**config.mk**
```make
export PLATFORM = sky130hd
export DESIGN_NAME = fetch_entry_queue
export DESIGN_NICKNAME = d
export VERILOG_FILES = /design/src/rtl/fetch_entry_queue.sv
export SDC_FILE = /design/constraint.sdc
export NUM_CORES = 1
export LEC_CHECK = 0
export BUFFER_PORTS_ARGS = -buffer_cell sky130_fd_sc_hd__buf_2
export CAP_MARGIN = 5
export CORE_ASPECT_RATIO = 0.9
export CORE_UTILIZATION = 52
export CTS_CLUSTER_DIAMETER = 60
export CTS_CLUSTER_SIZE = 20
export DETAILED_ROUTE_END_ITERATION = 7
export PLACE_DENSITY = 0.76
export SLEW_MARGIN = 30
export SYNTH_ARGS = -nofsm -noshare
export SYNTH_HDL_FRONTEND = slang
export SYNTH_SLANG_ARGS = --single-unit
```
**constraint.sdc**
```tcl
create_clock -name clk_i -period 8.1 [get_ports clk_i]
set_input_delay 0.81 -clock clk_i [delete_from_list [all_inputs] [get_ports clk_i]]
set_output_delay 0.81 -clock clk_i [all_outputs]
set_load 0.01 [all_outputs]
```
**src/rtl/fetch_entry_queue.sv**
```systemverilog
// fetch_entry_queue
// Producer end of the fetch-entry valid/ready interface into decode. Buffers
// frontend instructions (word, PC, exception, branch prediction) in a small
// circular buffer and presents the oldest one as a first-word-fall-through
// head entry. An entry pushed in cycle N reaches the head in cycle N+1; there
// is no push-to-pop bypass.
//
// Ports
//   clk_i, rst_ni             clock, asynchronous active-low reset
//   flush_i                   drop everything buffered and offered this cycle
//   push_*                    frontend side (valid/ready plus payload)
//   fetch_entry_*             decode side (valid/ready plus head payload)
//   count_o                   occupancy, 0..DEPTH
//   ex_blocked_o              push side closed after an exception entry

module fetch_entry_queue #(
    parameter int DEPTH = 4,
    parameter int VLEN  = 64,
    parameter int XLEN  = 64
) (
    input  logic                     clk_i,
    input  logic                     rst_ni,
    input  logic                     flush_i,
    input  logic                     push_valid_i,
    output logic                     push_ready_o,
    input  logic [31:0]              push_instr_i,
    input  logic [VLEN-1:0]          push_addr_i,
    input  logic                     push_ex_valid_i,
    input  logic [XLEN-1:0]          push_ex_cause_i,
    input  logic [XLEN-1:0]          push_ex_tval_i,
    input  logic                     push_bp_taken_i,
    input  logic [VLEN-1:0]          push_bp_target_i,
    output logic                     fetch_entry_valid_o,
    input  logic                     fetch_entry_ready_i,
    output logic [31:0]              fetch_entry_instr_o,
    output logic [VLEN-1:0]          fetch_entry_addr_o,
    output logic                     fetch_entry_ex_valid_o,
    output logic [XLEN-1:0]          fetch_entry_ex_cause_o,
    output logic [XLEN-1:0]          fetch_entry_ex_tval_o,
    output logic                     fetch_entry_bp_taken_o,
    output logic [VLEN-1:0]          fetch_entry_bp_target_o,
    output logic [$clog2(DEPTH):0]   count_o,
    output logic                     ex_blocked_o
);

    localparam int PTRW = $clog2(DEPTH);
    localparam int CNTW = PTRW + 1;

    logic [31:0]     r_instr     [DEPTH];
    logic [VLEN-1:0] r_addr      [DEPTH];
    logic            r_ex_valid  [DEPTH];
    logic [XLEN-1:0] r_ex_cause  [DEPTH];
    logic [XLEN-1:0] r_ex_tval   [DEPTH];
    logic            r_bp_taken  [DEPTH];
    logic [VLEN-1:0] r_bp_target [DEPTH];

    logic [PTRW-1:0] r_rd_ptr;
    logic [PTRW-1:0] r_wr_ptr;
    logic [CNTW-1:0] r_count;
    logic            r_ex_blocked;

    logic w_empty;
    logic w_full;
    logic w_push;
    logic w_pop;

    assign w_empty = (r_count == '0);
    assign w_full  = (r_count == CNTW'(DEPTH));

    // Ready ignores the decode side on purpose: a full queue refuses even
    // when a pop happens in the same cycle, keeping ready free of any path
    // from decode back to the frontend.
    assign push_ready_o = !w_full && !r_ex_blocked && !flush_i;

    assign w_push = push_valid_i && push_ready_o;
    assign w_pop  = !w_empty && fetch_entry_ready_i && !flush_i;

    assign fetch_entry_valid_o = !w_empty;
    assign count_o             = r_count;
    assign ex_blocked_o        = r_ex_blocked;

    // Head payload is zeroed while empty so decode never sees stale slots.
    assign fetch_entry_instr_o     = w_empty ? '0 : r_instr[r_rd_ptr];
    assign fetch_entry_addr_o      = w_empty ? '0 : r_addr[r_rd_ptr];
    assign fetch_entry_ex_valid_o  = w_empty ? 1'b0 : r_ex_valid[r_rd_ptr];
    assign fetch_entry_ex_cause_o  = w_empty ? '0 : r_ex_cause[r_rd_ptr];
    assign fetch_entry_ex_tval_o   = w_empty ? '0 : r_ex_tval[r_rd_ptr];
    assign fetch_entry_bp_taken_o  = w_empty ? 1'b0 : r_bp_taken[r_rd_ptr];
    assign fetch_entry_bp_target_o = w_empty ? '0 : r_bp_target[r_rd_ptr];

    // Payload storage needs no reset; unwritten slots are never exposed.
    always_ff @(posedge clk_i) begin
        if (w_push) begin
            r_instr[r_wr_ptr]     <= push_instr_i;
            r_addr[r_wr_ptr]      <= push_addr_i;
            r_ex_valid[r_wr_ptr]  <= push_ex_valid_i;
            r_ex_cause[r_wr_ptr]  <= push_ex_cause_i;
            r_ex_tval[r_wr_ptr]   <= push_ex_tval_i;
            r_bp_taken[r_wr_ptr]  <= push_bp_taken_i;
            r_bp_target[r_wr_ptr] <= push_bp_target_i;
        end
    end

    // Pointers wrap naturally because DEPTH is a power of two. Flush wins
    // over everything and also reopens the push side after an exception.
    always_ff @(posedge clk_i or negedge rst_ni) begin
        if (!rst_ni) begin
            r_rd_ptr     <= '0;
            r_wr_ptr     <= '0;
            r_count      <= '0;
            r_ex_blocked <= 1'b0;
        end else if (flush_i) begin
            r_rd_ptr     <= '0;
            r_wr_ptr     <= '0;
            r_count      <= '0;
            r_ex_blocked <= 1'b0;
        end else begin
            if (w_push) begin
                r_wr_ptr <= r_wr_ptr + PTRW'(1);
            end
            if (w_pop) begin
                r_rd_ptr <= r_rd_ptr + PTRW'(1);
            end
            if (w_push && !w_pop) begin
                r_count <= r_count + CNTW'(1);
            end else if (w_pop && !w_push) begin
                r_count <= r_count - CNTW'(1);
            end
            if (w_push && push_ex_valid_i) begin
                r_ex_blocked <= 1'b1;
            end
        end
    end

    a_count_bound : assert property (
        @(posedge clk_i) disable iff (!rst_ni) r_count <= CNTW'(DEPTH)
    );

endmodule

```
Word level (Yosys, flattened, before mapping)
Memory sizes are Yosys's and may differ from the RTL's.
Index checks and enable logic that the tools add are counted.
- flip-flop bits (word level): 8
- bits in latches: 0
- memory bits (writable): 1160
- bits in read-only memories: 0
- input port bits: 295
- output and inout bits: 296
- word-level logic and storage cells: 53
- memories kept: 7
- memories (name ; depth ; bits a word ; read ports ; clocked after Yosys merged registers in ; write ports ; RTL line ; source):
    r_addr ; 4 ; 64 ; 1 ; 0 ; 1 ; 50 ; logic [VLEN-1:0] r_addr [DEPTH];
    r_bp_target ; 4 ; 64 ; 1 ; 0 ; 1 ; 55 ; logic [VLEN-1:0] r_bp_target [DEPTH];
    r_ex_cause ; 4 ; 64 ; 1 ; 0 ; 1 ; 52 ; logic [XLEN-1:0] r_ex_cause [DEPTH];
    r_ex_tval ; 4 ; 64 ; 1 ; 0 ; 1 ; 53 ; logic [XLEN-1:0] r_ex_tval [DEPTH];
    r_instr ; 4 ; 32 ; 1 ; 0 ; 1 ; 49 ; logic [31:0] r_instr [DEPTH];
    r_bp_taken ; 4 ; 1 ; 1 ; 0 ; 1 ; 54 ; logic r_bp_taken [DEPTH];
    +1 memories ; - ; - ; - ; - ; - ; - ;
- $add $sub $neg: 4
- multiply operators: 0
- divide/modulo/power cells: 0
- $lt $le $gt $ge: 0
- equality and inequality tests: 1
- shift operators: 0
- multiplexer cells: 18
- bitwise operators: 0
- reductions and logical operators: 19
- operators with widths (operator ; number):
    two-way mux 64 bit ; 4
    two-way mux 32 bit ; 1
    two-way mux 3 bit ; 3
    logical AND 1 bit ; 8
    two-way mux 2 bit ; 4
    zero test 1 bit ; 6
    two-way mux 1 bit ; 6
    nonzero test 2 bit ; 3
    adder 2 x 1 -> 2 bit (second input constant) ; 2
    adder 3 x 1 -> 3 bit (second input constant) ; 1
    equality test 3 bit (second input constant) ; 1
    zero test 3 bit ; 1
    nonzero test 3 bit ; 1
    subtractor 3 x 1 -> 3 bit (second input constant) ; 1

Logic depth before layout (Yosys ltp)
Gate-level depths: netlist of the first run.
- word-level depth: 10
- gate-level depth with buffers: 8
- gate-level depth less buffers: 7

Worst setup path before layout of the first run
OpenSTA, ideal clock, no wires.
- kind: input-to-reg
- from: input flush_i
- to: memory r_addr[1][0] (enable)
- setup time: 688 ps
- arrival time: 7825 ps
- data required time: 7412 ps
- setup slack: -414 ps
- stages: 4
- buffers on the path: 1
- path through: nor2_1 > and3_1 > buf_6 > and2_1
- longest elaborated chain between the ends: 5
- RTL lines (element ; RTL line ; source):
    start, declared ; 23 ; input logic flush_i,
    zero test 1 bit ; 73 ; assign push_ready_o = !w_full && !r_ex_blocked && !flush_i;
    logical AND 1 bit ; 73 ;
    logical AND 1 bit ; 75 ; assign w_push = push_valid_i && push_ready_o;
    two-way mux 1 bit ; 93 ; if (w_push) begin
    two-way mux 1 bit (implied by the code) ; 95 ; r_addr[r_wr_ptr] <= push_addr_i;
    end, declared ; 50 ;
Every way passes these cells.

Worst setup path in the final report of the first run
- from: register r_rd_ptr[0]
- to: output fetch_entry_addr_o[46]
- longest elaborated chain between the ends: 2
- RTL lines (element ; RTL line ; source):
    start, declared ; 57 ; logic [PTRW-1:0] r_rd_ptr;
    start signal, assigned ; 122 ; r_rd_ptr <= r_rd_ptr + PTRW'(1);
    memory (4 x 64 bit) ; - ;
    two-way mux 64 bit ; 84 ; assign fetch_entry_addr_o = w_empty ? '0 : r_addr[r_rd_ptr];
    end, declared ; 36 ; output logic [VLEN-1:0] fetch_entry_addr_o,
Every way passes these cells.

==> impl_metrics.yaml, run 1 <==
critical_path:
  cp-end-kind: "output port"
  critPathLaunchType: "flop"
  cp.required_ns: 7.29
  worst-path-max-fanout: 94
  crit_type: "flop to output port"
  cp.arrival_ns: 3.56
  r2r_setup_slack_ns: 4.98
route:
  dr.pass1.iters: 5
  met3_length_um: 6780
  drt-total-wl_um: 89000
  wl_per_cell_um: 24.2
  drtIter0Drc: 1882
  top_layer_used: "met5"
  routed-via-count: 20600
  via_per_inst: 5.61
  wl_met1_um: 34500
  ant_nets: 0
  drc: 0
  wl_met2_um: 45300
die:
  die_area_mm2: 0.0864
  core_mm2: 0.0844
  start_util: 0.525
  die_w_um: 310
  die_h_um: 279
  ios: 591
  num_rows: 101
clocking:
  clock_latency_ns: 0.64
  clockBufferDepth: 3
  cts_tree: "built"
  cts_num_sinks: 1168
  cts_root_buf: "clkbuf_16"
  htreeDepth: 3
  cts_buffers: 74
  path_clk_slew_ns: 0.08
synth:
  syn_inst: 1894
  synth.yosys.seq_area_share: 0.790
  synth.avg_cell_area_um2: 23.4
  synth.cell_area_mm2: 0.0443
  synth.ff_latch_count: 1168
  syn_nets: 2194
  ys_warn_count: 0
  synth_cell_type_count: 29
timing:
  skew_ns: 0.0286
  slew_headroom: 0.254
  fmax_mhz: 229
  rsz0062_at_grt: "false"
  setup_viol: 0
  drv_slew: 0
  worstMarginPinSlew_ns: 1.12
  fin_ws_ns: 3.73
  period_share: 0.539
  period_minus_slack_ns: 4.37
  hold_violations: 0
place:
  place_ws_ns: 4.24
  gp_congestion: 0.779
  io_buffers: 590
  place_hpwl_um: 53500
cells_and_area:
  syn_to_final_growth_pct: 14.3
  mostFrequentLayoutCell: "edfxtp_1"
  layout-drive-gt1-share: 0.402
  fin_nets: 2784
  most-common-layout-cells: "1160 x edfxtp_1, 590 x buf_2, 291 x and2_1"
  nFillCells: 5901
  multi_input_area_mm2: 0.00866
  regArea_mm2: 0.0350
grt:
  gr-usage-all-layers: 0.203
  grt_pass1_wl_um: 131000
  grt_antenna_before_repair: 30
  grt_max_degree: 141
  first_global_vias: 21400
  grt_overflow: 0
flow_run:
  drv_cap: 0
pwr:
  leakagePower_nw: 16.9
  max-vdd-ir-drop_mv: 0.367
  total_power_mw: 15.7
  cellPowerDensity_mw_per_mm2: 309
worst_hold_path:
  hold_class: "primary input to flop"
run_status:
  status: "finished clean"
-- cells by family after synthesis --
group	synth area share
mux	0.148
fa+ha+maj	0.00158
xor+xnor	0.000593
flops	0.790
simple gates	0.0441
buf+inv	0.0147
compound gates	0.000790
-- cell usage after synthesis, drive strengths merged --
cell,number,share of area
nand3,2,0.00034
clkbuf,35,0.0030
nand2,3,0.00031
and2,295,0.042
mux4,290,0.15
dfrtp,8,0.0045
o21ai,2,0.00031
nor4b,1,0.00020
o31ai,1,0.00017
nor2b,1,0.00014
or3b,1,0.00020
and3,2,0.00028
a32oi,1,0.00020
edfxtp,1160,0.79
inv,5,0.00042
nor2,8,0.00068
mux2,3,0.00076
fa,1,0.00045
buf,65,0.011
xor2,2,0.00040
a21oi,1,0.00011
xnor2,1,0.00020
ha,4,0.0011
or3,2,0.00028
-- per-stage QoR --
| stage | utilization | TNS, ns | instances | hold WS (ns) | area [um^2] |
|---|---|---|---|---|---|
| floorplan | - | -479.90 | 1894 | 0.486 | 44300 |
| global placement | 0.573 | 0 | 3537 | 0.497 | 48300 |
| detailed placement | 0.573 | 0 | 3538 | 0.528 | 48400 |
| CTS | 0.599 | 0 | 3654 | 0.331 | 50600 |
| global route | 0.600 | 0 | 3666 | 0.347 | 50700 |
| finish | 0.601 | 0 | 3672 | 0.380 | 50700 |
-- flip-flops by register name, summed over array words and instances, names as in the netlist --
| register | count |
|---|---|
| r_ex_valid | 4 |
| r_ex_tval | 256 |
| r_instr | 128 |
| count_o | 3 |
| r_bp_target | 256 |
| r_ex_cause | 256 |
| r_wr_ptr | 2 |
| r_bp_taken | 4 |
| r_addr | 256 |
| ex_blocked_o | 1 |
| r_rd_ptr | 2 |
-- routing by layer --
metal / global-route usage / vias to the layer above
met1: 0.266 / 10800
met2: 0.333 / 658
met4: 0.0634 / 36
li1: - / 8943
met5: 0 / -
met3: 0.0549 / 158
-- worst max-delay path: stages, from the launching register on --
cell	delay, ns
dfrtp_4	0.79
buf_12	0.52
buf_4	0.59
mux4_2	0.58
and2_1	0.16
buf_2	0.13
-- area by class of cell --
class / count / area share
inverter: 5 / 0.000370
tap: 1133 / 0.0280
clock inverter: 29 / 0.00523
timing repair buffer: 614 / 0.0652
clock buffer: 86 / 0.0383
antenna: 16 / 0.000790
sequential: 1168 / 0.691
multi-input combinational: 621 / 0.171
-- worst paths after layout --
check,from,end,cells past startpoint
setup / recovery,r_rd_ptr[0],fetch_entry_addr_o[46],5
hold / removal,push_addr_i[5],r_addr[3][5],1
setup reg to reg,count_o[2],r_ex_cause[2][27],4
hold reg to reg,r_wr_ptr[0],r_wr_ptr[0],1
max in group asynchronous,rst_ni,r_rd_ptr[1],2
min in group asynchronous,rst_ni,r_rd_ptr[0],2
-- what timing repair did --
action                                 CTS  global route
buffers inserted                         0             0
endpoints found under the hold margin    8             0
hold buffers                             1             0
gates resized for setup                  0             0
-- power by group --
part / internal [mW] / switching [mW]
logic: 2.20 / 2.58
registers: 7.06 / 0.138
clock network: 1.78 / 1.93
total: 11.0 / 4.65
(Power assumes the default switching activity.)
==> inputs of run 2 (changes only) <==
- CORE_UTILIZATION: 52 -> 57
- PLACE_DENSITY: 0.76 -> 0.79
- clock period: 8.1 -> 4.2 ns (I/O delays scaled with it)
==> run 2 against run 1 <==
Setup slack worse by 2.8 ns. First-iteration DRC count is 11% lower. Largest power group unchanged. Die area is 8.7% lower. Largest cell class unchanged. Cell count is 4.8% higher. Via count is 8.4% higher. Sequential share of layout area is 3.6 points lower. Utilization is 9.7 points higher. Clock skew is 0.0024 ns higher. Total power is 95% higher. Sequential power is 93% higher. Critical path type unchanged. Clock power is 88% higher. Global-route usage is 4.1 points higher.
==> impl_metrics.yaml, run 2 (synthesis gave the netlist of run 1 again) <==
timing:
  period_share: 0.787
  timing.setup.tns_ns: 0
  rsz0062_at_grt: "false"
  period_minus_slack_ns: 3.31
  finalHoldWorstSlack_ns: 0.0427
  fmax_mhz: 302
  hold_violations: 0
  setup_viol: 0
  worstMarginPinSlew_ns: 0.845
  slew_headroom: 0.437
  skew_ns: 0.0309
  drv_slew: 0
worst_hold_path:
  hold_end: "r_ex_tval[3][16]"
  min_from: "push_ex_tval_i[16]"
  hold_depth: 1
  hold_class: "primary input to flop"
clocking:
  cts_buffers: 72
  cts_tree: "built"
  cts_root_buf: "clkbuf_16"
  clockBufferDepth: 3
  htreeDepth: 3
  cts_resized: 0
  clock_latency_ns: 0.61
  cts_num_sinks: 1168
  path_clk_slew_ns: 0.08
critical_path:
  r2r_setup_slack_ns: 1.60
  cp-end-kind: "output port"
  cp.required_ns: 3.78
  reg2reg_depth: 4
  crit-reg2reg-launch: "count_o[2]"
  critPathMaxStageDelay_ns: 0.94
  slowest_stage: "dfrtp_4"
  path_delay_family: "flip-flops"
  worst-path-max-fanout: 86
  critPathLaunchType: "flop"
  crit_type: "flop to output port"
  cp.arrival_ns: 2.89
  path_cells: "buf_12, mux4_2, and2_1, buf_2"
  r2r-end: "r_ex_tval[0][54]"
  path_buf_inv: 2
die:
  start_util: 0.579
  ios: 591
  core_mm2: 0.0766
  num_rows: 96
  die_area_mm2: 0.0789
  die_w_um: 296
  die_h_um: 267
cells_and_area:
  syn_to_final_growth_pct: 20.6
  layout-drive-gt1-share: 0.370
  most-common-layout-cells: "1160 x edfxtp_1, 590 x buf_2, 291 x and2_1"
  fin_area_mm2: 0.0535
  nFillCells: 4478
  fin_nets: 3074
  mostFrequentLayoutCell: "edfxtp_1"
grt:
  grt_pass1_wl_um: 143000
  grt_max_degree: 170
  grt_overflow: 0
  grt_antenna_before_repair: 17
  first_global_vias: 23700
  gr-usage-all-layers: 0.244
route:
  met3_length_um: 6600
  via_per_inst: 5.80
  wl_per_cell_um: 25.2
  routed-via-count: 22300
  drt-total-wl_um: 96800
  dr.pass1.iters: 5
  wl_met2_um: 51500
  drc: 0
  ant_nets: 0
  drtIter0Drc: 1678
  wl_met1_um: 35500
  top_layer_used: "met5"
place:
  place_hpwl_um: 57700
  gp_congestion: 0.792
  place_area_mm2: 0.0487
  io_buffers: 590
pwr:
  p_comb_frac: 0.317
  total_power_mw: 30.5
  power_frac_clock: 0.229
  p_int_mw: 21.5
  leakagePower_nw: 18.1
  cellPowerDensity_mw_per_mm2: 571
  p_switching_mw: 9.05
  swShare: 0.296
  max-vdd-ir-drop_mv: 0.768
  sequentialPowerShare: 0.454
flow_run:
  drv_cap: 0
run_status:
  status: "finished clean"
==> run 2: cell count changes in the layout (fill, tap and decap cells not counted), sizes merged <==
cell,before,now
clkbuf,86,81
clkinvlp,5,6
buf,613,644
dlygate4sd3,1,262
inv,15,10
clkinv,13,6
bufinv,1,4
==> run 2: layout make-up <==
class	count	area (um^2)	share of cell area
tap	1029	1290	0.0241
inverter	5	18.8	0.000351
timing repair buffer	906	6310	0.118
multi-input combinational	621	8660	0.162
antenna	16	40.0	0.000749
clock inverter	21	268	0.00501
clock buffer	81	1840	0.0343
sequential	1168	35000	0.655
==> run 2: repair_timing <==
action / CTS / global route
endpoints found under the hold margin: 1001 / 0
setup buffers: 0 / 0
hold buffers: 262 / 0
==> run 2: layer usage <==
layer	global-route usage	vias to the layer above
li1	-	9489
met4	0.0896	2
met2	0.426	1007
met5	0	-
met3	0.0437	198
met1	0.306	11600
==> run 2: worst max path at each step <==
stage | from | to | slack [ns] | cells after the start
final | r_rd_ptr[1] | fetch_entry_ex_tval_o[35] | 0.89 | 4
after detailed placement | flush_i | r_addr[0][32] | 1.45 | 5
after global placement | r_rd_ptr[1] | fetch_entry_ex_tval_o[25] | 1.54 | 4
after floorplan | count_o[2] | r_addr[0][0] | -0.71 | 4
after global routing | r_rd_ptr[0] | fetch_entry_bp_target_o[30] | 0.77 | 4
after CTS | r_rd_ptr[0] | fetch_entry_bp_target_o[30] | 0.84 | 4
==> run 2: stage by stage <==
stage                     worst slack [ns]  std cells   util
after floorplan                     -0.715       1894      -
after global placement                1.54       3467  0.635
after detailed placement              1.45       3467  0.635
after CTS                            0.838       3831  0.697
after global routing                 0.766       3847  0.698
final                                0.893       3847  0.698
==> run 2: worst reg2reg max path: stages, from the launching register on <==
cell and delay, ns:
dfrtp_1 0.43, or3b_1 0.27, and3_1 0.33, and2_4 0.63, buf_12 0.48
==> run 2: power groups by stage <==
stage	Sequential [mW]	Clock, mW	Combinational [mW]
floorplan	14.1	0	6.16
global placement	14.1	0	9.41
detailed placement	14.1	0	9.48
CTS	13.9	7.10	9.75
global route	13.9	7.48	10.4
finish	13.9	6.99	9.68
==> inputs of run 3 (changes only) <==
- CORE_UTILIZATION: 57 -> 52
- PLACE_DENSITY: 0.79 -> 0.76
- clock period: 4.2 -> 2.94 ns (I/O delays scaled with it)
==> run 3 against run 2 <==
Critical path depth increased by 2. Global-route usage decreased by 1.9 points. Sequential share of layout area decreased by 1.6 points. Via count increased by 2.0%. Non-clock buffer count increased by 83. Flip-flop and latch count unchanged. Total power increased by 47%. Clock power increased by 50%. Die area increased by 9.5%. Combinational power increased by 53%. Setup slack got worse by 0.84 ns. Register-to-register slack got worse by 0.98 ns. Critical path type unchanged. Highest routed layer unchanged.
==> impl_metrics.yaml, run 3 (synthesis gave the netlist of run 1 again) <==
grt:
  grt_pass1_wl_um: 145000
  grt_overflow: 0
  use_met2: 0.381
  grt_max_degree: 165
  busiest_layer: "met2"
  gr-usage-all-layers: 0.224
  met1_usage: 0.288
  met3_usage: 0.0434
  first_global_vias: 24200
  grt_antenna_before_repair: 13
cells_and_area:
  nFillCells: 5433
  fin_area_mm2: 0.0548
  mostFrequentLayoutCell: "edfxtp_1"
  syn_to_final_growth_pct: 23.6
  fin_cells: 4048
  fin_nets: 3161
  layout-drive-gt1-share: 0.381
  most-common-layout-cells: "1160 x edfxtp_1, 589 x buf_2, 295 x dlygate4sd3_1"
timing:
  slew_headroom: 0.451
  worstMarginPinSlew_ns: 0.823
  fmax_mhz: 347
  rsz0062_at_grt: "true"
  period_share: 0.981
  finalHoldWorstSlack_ns: 0.0978
  setup_viol: 0
  hold_violations: 0
  drv_slew: 0
  period_minus_slack_ns: 2.88
  skew_ns: 0.0387
clocking:
  htreeDepth: 3
  clock_latency_ns: 0.64
  cts_num_sinks: 1168
  clockBufferDepth: 3
  path_clk_slew_ns: 0.08
  cts_root_buf: "clkbuf_16"
  cts_tree: "built"
  cts_buffers: 76
critical_path:
  crit_type: "flop to output port"
  worst-path-max-fanout: 14
  cp-end-kind: "output port"
  slowest_stage: "mux4_2"
  path_cells: "buf_12, buf_16, clkbuf_16, mux4_2, and2_1, buf_2"
  critPathLaunchType: "flop"
  r2r_setup_slack_ns: 0.62
  critPathMaxStageDelay_ns: 0.53
  cp.arrival_ns: 2.59
  cp.required_ns: 2.65
die:
  start_util: 0.525
  core_mm2: 0.0844
  die_h_um: 279
  num_rows: 101
  die_w_um: 310
  ios: 591
  die_area_mm2: 0.0864
route:
  drtIter0Drc: 1852
  routed-via-count: 22800
  ant_nets: 0
  drt-total-wl_um: 98200
  dr.pass1.iters: 7
  drc: 0
  wl_per_cell_um: 24.3
  via_per_inst: 5.63
pwr:
  max-vdd-ir-drop_mv: 0.659
  leakagePower_nw: 18.8
  total_power_mw: 45.0
  cellPowerDensity_mw_per_mm2: 821
place:
  place_area_mm2: 0.0493
  place_hpwl_um: 60500
  gp_congestion: 0.784
  dp_cells: 3614
  io_buffers: 590
flow_run:
  drv_cap: 0
worst_hold_path:
  hold_class: "primary input to flop"
run_status:
  status: "finished clean"
## run 3: worst max-delay path, delay by kind of cell, from the launching register on
kind,cells,cell delay (ns)
flops,1,0.46
buf+inv,4,0.73
mux,1,0.53
simple gates,1,0.19
## run 3: worst paths after layout
path,start,endpoint,depth (start not counted)
setup reg to reg,count_o[1],count_o[2],7
setup / recovery,r_rd_ptr[0],fetch_entry_ex_tval_o[9],6
hold / removal,fetch_entry_ready_i,r_rd_ptr[0],4
hold reg to reg,r_wr_ptr[0],r_wr_ptr[0],1
max in group asynchronous,rst_ni,ex_blocked_o,4
min in group asynchronous,rst_ni,r_wr_ptr[0],3
## run 3: layout make-up
cell class | instances | area (um^2) | share of cell area
clock inverter | 31 | 328 | 0.00598
antenna | 14 | 35.0 | 0.000639
sequential | 1168 | 35000 | 0.639
timing repair buffer | 989 | 7300 | 0.133
multi-input combinational | 621 | 8670 | 0.158
inverter | 5 | 18.8 | 0.000342
tap | 1133 | 1420 | 0.0259
clock buffer | 87 | 1990 | 0.0362
## run 3: stage by stage
stage | setup slack (ns) | TNS [ns] | utilization
detailed placement | 0.583 | 0 | 0.584
floorplan | -0.449 | -521.14 | -
global placement | 0.646 | 0 | 0.584
CTS | -0.00146 | -0.00241 | 0.648
global route | -0.0440 | -0.341 | 0.649
finish | 0.0554 | 0 | 0.649
## run 3: what timing repair did
action | CTS | global route
setup endpoints to repair | 54 | 92
buffers inserted | 3 | 0
gates cloned | 2 | 3
resized for setup | 6 | 7
hold buffers | 295 | 0
endpoints found under the hold margin | 1172 | 0
## run 3: power by group
part	switching [mW]	internal, mW
Sequential	0.270	19.4
Clock	5.40	5.13
Combinational	7.81	6.98
Total	13.5	31.5
## run 3: per-layer routing
metal | up-vias | wire length, um
met5 | - | 12
met4 | 2 | 3460
met3 | 201 | 6710
met2 | 954 | 51100
met1 | 11900 | 36900
li1 | 9697 | -
